==> src/rtl/traceback_unit.sv <==
// Viterbi survivor-path traceback for a 4-state trellis (s = {u_t, u_t-1}).
// Collects one block of DEPTH ACS steps, traces back from the best final state, then streams the bits forward.
module traceback_unit #(
    parameter int DEPTH = 16,
    parameter int PMW   = 8
) (
    input  logic               clk,
    input  logic               rst,
    input  logic               valid_i,
    input  logic [3:0]         sel_i,
    input  logic [4*PMW-1:0]   pm_i,
    output logic               in_ready,
    output logic               out_valid,
    output logic               out_bit,
    input  logic               out_ready,
    output logic               out_last
);

    localparam int PTRW = (DEPTH > 1) ? $clog2(DEPTH) : 1;
    localparam logic [PTRW-1:0] LAST_IDX = PTRW'(DEPTH - 1);

    typedef enum logic [1:0] {
        FILL   = 2'd0,
        TRACE  = 2'd1,
        OUTPUT = 2'd2
    } state_t;

    state_t            state_r;
    state_t            state_s;
    logic [PTRW-1:0]   wr_ptr_r;
    logic [PTRW-1:0]   t_ptr_r;
    logic [PTRW-1:0]   bit_idx_r;
    logic [PTRW-1:0]   nxt_idx_s;
    logic [1:0]        cur_state_r;
    logic              in_ready_r;
    logic              out_valid_r;
    logic              out_bit_r;
    logic              out_last_r;
    logic [3:0]        surv_mem_r [DEPTH];
    logic [DEPTH-1:0]  out_buf_r;

    logic              wr_fire_s;
    logic              fill_done_s;
    logic              trace_done_s;
    logic              out_fire_s;
    logic              out_done_s;
    logic              surv_bit_s;

    // Index of the cheapest lane; strict less-than keeps ties on the lowest index.
    function automatic logic [1:0] min_lane(input logic [4*PMW-1:0] pm);
        logic [1:0]     best;
        logic [PMW-1:0] best_pm;
        best    = 2'd0;
        best_pm = pm[0 +: PMW];
        for (int s = 1; s < 4; s++) begin
            if (pm[s*PMW +: PMW] < best_pm) begin
                best    = 2'(s);
                best_pm = pm[s*PMW +: PMW];
            end else begin
                best    = best;
            end
        end
        return best;
    endfunction

    assign in_ready  = in_ready_r;
    assign out_valid = out_valid_r;
    assign out_bit   = out_bit_r;
    assign out_last  = out_last_r;

    // Handshake qualifiers and the survivor bit selected by the current trellis state.
    always_comb begin
        wr_fire_s    = (state_r == FILL) && valid_i;
        fill_done_s  = wr_fire_s && (wr_ptr_r == LAST_IDX);
        trace_done_s = (state_r == TRACE) && (t_ptr_r == {PTRW{1'b0}});
        out_fire_s   = (state_r == OUTPUT) && out_valid_r && out_ready;
        out_done_s   = out_fire_s && (bit_idx_r == LAST_IDX);
        nxt_idx_s    = bit_idx_r + PTRW'(1);
        surv_bit_s   = surv_mem_r[t_ptr_r][cur_state_r];
    end

    // Next-state logic for the FILL -> TRACE -> OUTPUT cycle.
    always_comb begin
        state_s = state_r;
        case (state_r)
            FILL: begin
                if (fill_done_s) state_s = TRACE;
                else             state_s = FILL;
            end
            TRACE: begin
                if (trace_done_s) state_s = OUTPUT;
                else              state_s = TRACE;
            end
            OUTPUT: begin
                if (out_done_s) state_s = FILL;
                else            state_s = OUTPUT;
            end
            default: state_s = FILL;
        endcase
    end

    // State register, pointers, trellis state and registered output stage.
    always_ff @(posedge clk or negedge rst) begin
        if (!rst) begin
            state_r     <= FILL;
            wr_ptr_r    <= {PTRW{1'b0}};
            t_ptr_r     <= {PTRW{1'b0}};
            bit_idx_r   <= {PTRW{1'b0}};
            cur_state_r <= 2'd0;
            in_ready_r  <= 1'b1;
            out_valid_r <= 1'b0;
            out_bit_r   <= 1'b0;
            out_last_r  <= 1'b0;
        end else begin
            state_r    <= state_s;
            in_ready_r <= (state_s == FILL);
            case (state_r)
                FILL: begin
                    if (fill_done_s) begin
                        wr_ptr_r    <= {PTRW{1'b0}};
                        t_ptr_r     <= LAST_IDX;
                        cur_state_r <= min_lane(pm_i);
                    end else if (wr_fire_s) begin
                        wr_ptr_r <= wr_ptr_r + PTRW'(1);
                    end
                end
                TRACE: begin
                    cur_state_r <= {cur_state_r[0], surv_bit_s};
                    if (trace_done_s) t_ptr_r <= {PTRW{1'b0}};
                    else              t_ptr_r <= t_ptr_r - PTRW'(1);
                end
                OUTPUT: begin
                    // First OUTPUT cycle primes the output register from buffer index 0.
                    if (!out_valid_r) begin
                        out_valid_r <= 1'b1;
                        out_bit_r   <= out_buf_r[0];
                        out_last_r  <= (LAST_IDX == {PTRW{1'b0}});
                    end else if (out_done_s) begin
                        out_valid_r <= 1'b0;
                        out_bit_r   <= 1'b0;
                        out_last_r  <= 1'b0;
                        bit_idx_r   <= {PTRW{1'b0}};
                    end else if (out_fire_s) begin
                        bit_idx_r   <= nxt_idx_s;
                        out_bit_r   <= out_buf_r[nxt_idx_s];
                        out_last_r  <= (nxt_idx_s == LAST_IDX);
                    end
                end
                default: begin
                    out_valid_r <= 1'b0;
                end
            endcase
        end
    end

    // Survivor memory and decoded-bit buffer; contents are don't-care after reset.
    always_ff @(posedge clk) begin
        if (wr_fire_s) surv_mem_r[wr_ptr_r] <= sel_i;
        if (state_r == TRACE) out_buf_r[t_ptr_r] <= cur_state_r[1];
    end

endmodule

==> config.mk <==
export PLATFORM = sky130hd
export DESIGN_NAME = traceback_unit
export DESIGN_NICKNAME = d
export VERILOG_FILES = /design/src/rtl/traceback_unit.sv
export SDC_FILE = /design/constraint.sdc
export NUM_CORES = 1
export LEC_CHECK = 0
export CAP_MARGIN = 20
export CELL_PAD_IN_SITES_DETAIL_PLACEMENT = 2
export CELL_PAD_IN_SITES_GLOBAL_PLACEMENT = 2
export CORE_ASPECT_RATIO = 1.25
export CORE_MARGIN = 2
export CORE_UTILIZATION = 40
export DETAILED_ROUTE_END_ITERATION = 8
export GPL_ROUTABILITY_DRIVEN = 0
export HOLD_SLACK_MARGIN = 0.08
export PLACE_DENSITY_LB_ADDON = 0.2
export REMOVE_ABC_BUFFERS = 1
export SYNTH_ARGS = -nofsm -noshare
export SYNTH_HDL_FRONTEND = slang
export SYNTH_SLANG_ARGS = --single-unit
==> constraint.sdc <==
create_clock -name clk -period 5.6 [get_ports clk]
set_input_delay 1.12 -clock clk [delete_from_list [all_inputs] [get_ports clk]]
set_output_delay 1.12 -clock clk [all_outputs]
set_load 0.03 [all_outputs]
==> metrics.md <==
| Metric | Value |
|---|---|
| Crit start category | input pin |
| Ports | 44 |
| Starting DRT DRC Count | 95 |
| GRT Overall Usage | 19.6% |
| Filler cell count | 1192 |
| Antenna Cells | 0 |
| Via/cell ratio | 5.38 |
| Vias in the first global route | 3709 |
| DP HPWL | 9780 µm |
| Worst Hold Endpoint | out_last |
| # port buffers | 43 |
| Total CTS buffers | 9 |
| Met3 GRT Util | 2.95% |
| Die ar. | 13700 µm² |
| Tmin final | between 5 and 6 ns |
| Initial Util | between 40% and 50% |
| CTS tree | yes |
| Non-filler cells, final | between 600 and 700 |
| PwrDens | 327 nW/µm² |
| Num rows | 46 |
| DR vias | 3239 |
| Worst path slowest cell | clkdlybuf4s50_1 |
| Cell Count Post-Placement | slightly below 600 |
| Initial antenna violation count | 0 |
| Fin. Hold Viols | 0 |
| Status | finished, final reports clean |
| Reg2reg start | t_ptr_r[0] |
| Syn-to-layout area delta | 22.7% |
| Layout cells sized above 1 | 20.0% |
| Maximum vdd ir drop | between 0.15 and 0.2 mV |
| Clock Skew | 0.00707 ns |
| Ys flop type | edfxtp_1 |
| Leakage power | roughly 0.0023 µW |
| Critical Path Fanout Max | 6 |
| H-tree depth | 3 |
| Worst path cell trace | clkdlybuf4s50_1 > inv_1 > ha_1 > a2111o_1 > a21oi_4 > mux2i_2 > ha_1 > a211o_1 > or2_2 > a21oi_4 > a21oi_4 > buf_4 > buf_4 > mux2_4 > ha_2 > a2111oi_4 > o2111ai_2 > a311oi_1 |
| Core area | between 10000 and 15000 µm² |
| Mean Syn Cell Area | 14.0 µm² |
| Clk root buf | clkbuf_16 |
| Setup total negative slack | 0 ns |
| Worst r2r path cells | 7 |
| Synth Instances | 365 |
| Tcrit/Tclk final | 96.7% |
| Hold_buf cts | 0 |
| CP Class | input pin to flop |
| Worst-skew pair later-pin latency | around 0.35 ns |
| Nets | 501 |
| CP endpoint kind | flop |
| Final max-slew violation count | 0 |
| FFs w/ async S/R, synth | about a fifth |
| Remaining routing DRC violations | 0 |
| Final setup fails | 0 |
| Worst EP arrival | between 5 and 6 ns |
| Ys Warns | 0 |
| Synth Register Bits | 100 |
| Worst-path clk slew | approximately 0.07 ns |
| CP most frequent cell | a21oi_4 |
| Seq/Total Area, Yosys | 56.9% |
| Worst Hold Depth | 1 |
| Chip height | 130 µm |
| Clock buffer depth | 2 |
| Grt peak-use layer | met2 |
| Max-slew headroom | 36.1% |
| Mapped Area | 5110 µm² |
| WL final | 12900 µm |
| Met2 Usage GRT | 38.4% |
| R2R Setup Slk | 3.32 ns |
| Largest net degree at the start of global routing | 25 |
| Max cap viols | 0 |
| Die Width | 105 µm |
| Drt wl/cell | 21.4 µm |
| Commonest non-fill, non-tap cells in the layout | 80 x edfxtp_1, 43 x clkdlybuf4s50_1, 30 x ha_1 |
| WP data required | just under 6 ns |
| Most common cell after layout, fill and taps aside | edfxtp_1 |
| Pre-antenna DRT Iters | 4 |
| Least-Margin Pin Slew | roughly 0.95 ns |
| EDFF count, synth | 80 |
| Worst r2r dst | cur_state_r[0] |
| Met1 Usage GRT | ~22% |
| Final core utilization | 49.7% |
| Largest stage delay on the critical path | 0.48 ns |
| Sink Count | 100 |
| First-pass GRT wire length | a little over 20000 µm |
| Hold Path Class | flop to flop |
| Routed Antenna Nets | 0 |
| Hold path startpoint | out_last |
| Count of cell types in the netlist | 57 |
| Peak Freq | around 180 MHz |
| Gr ovfl total | 0 |
[metal layers]
| metal | routed length (µm) | share of wire (%) |
|---|---|---|
| met3 | 185 | 1.4 |
| met2 | 7330 | 57 |
| met4 | 277 | 2.2 |
| met5 | 0 | 0 |
| met1 | 5080 | 39 |
[kinds of logic (layout without fill, tap and decap cells)]
group	after synthesis	after routing	synth area share [%]
AOI/OAI and AO/OA	53	53	7.47
xor gates and xnor gates	5	5	0.858
adders and majority gates	32	32	7.84
buffers and inverters	35	104	2.67
DFF	100	100	56.9
muxes	43	43	13.9
and+or+nand+nor	97	97	10.4
[flip-flops by register name, indices dropped and copies added, names as in the netlist]
signal	cells
cur_state_r	2
surv_mem_r	64
out_bit	1
out_valid	1
wr_ptr_r	4
in_ready	1
out_last	1
t_ptr_r	4
bit_idx_r	4
state_r	2
out_buf_r	16
[power breakdown]
part / total (µW) / leakage, µW / switching (µW) / internal (µW)
clock network: 593 / 0.000135 / 285 / 307
logic: 534 / 0.00120 / 278 / 256
registers: 922 / 0.000967 / 65.9 / 856
total: 2050 / 0.00230 / 629 / 1420
[cell usage after synthesis, drive strengths merged, types with 6 or more instances]
cell type   n  area share (%)
o21ai      17             1.7
a211oi      6            0.88
nand2      16             1.2
nand3       7            0.69
ha         32             7.8
inv        23             1.7
clkbuf      7            0.51
a21oi      12             1.7
mux2       10             2.8
mux4       19             8.4
edfxtp     80              47
mux2i      14             2.7
dfrtp      19             9.3
nor3        7            0.69
and2       13             1.6
nor2       19             1.4
[critical path: cells and delay by family]
family          cells  cell delay (ns)
compound gates      8             2.06
buf+inv             4             0.83
fa+ha+maj           3             0.77
simple gates        1             0.32
mux                 2             0.58
[stage by stage]
step / hold WS (ns) / setup slack, ns / area (µm²) / total power, µW
2_1_floorplan: 0.487 / 0.484 / 5060 / 1230
6_report: 0.511 / 0.186 / 6260 / 2050
4_1_cts: 0.515 / 0.0603 / 6120 / 2050
5_1_grt: 0.536 / -0.0840 / 6260 / 2160
3_3_place_gp: 0.477 / -0.187 / 5820 / 1410
3_5_place_dp: 0.498 / -0.478 / 5820 / 1450
[layout make-up]
type	count	area, µm²	share of cell area [%]
well taps	168	210	3.36
multi-input cells	230	2180	34.8
repair buffers	64	599	9.57
flip-flops and latches	100	2900	46.4
clock inverters	6	50.0	0.799
clock buffers	10	229	3.66
inverters	24	90.1	1.44
[timing repair]
| action | 4_1_cts | 5_1_grt |
|---|---|---|
| resized for setup | 5 | 20 |
| pin swaps | 0 | 8 |
| setup endpoints to repair | 2 | 2 |
| buffers inserted | 0 | 4 |
[how the worst max path moves through the flow]
stage	startpoint	endpoint	slack (ns)	cells after the start
after global placement	pm_i[1]	cur_state_r[1]	-0.19	19
after global routing	pm_i[3]	cur_state_r[0]	-0.08	21
after floorplan	pm_i[1]	cur_state_r[1]	0.48	15
after detailed placement	pm_i[1]	cur_state_r[0]	-0.48	20
final	pm_i[1]	cur_state_r[0]	0.19	18
after CTS	pm_i[1]	cur_state_r[1]	0.06	20
Note: power is estimated with default switching activity, not from simulation.
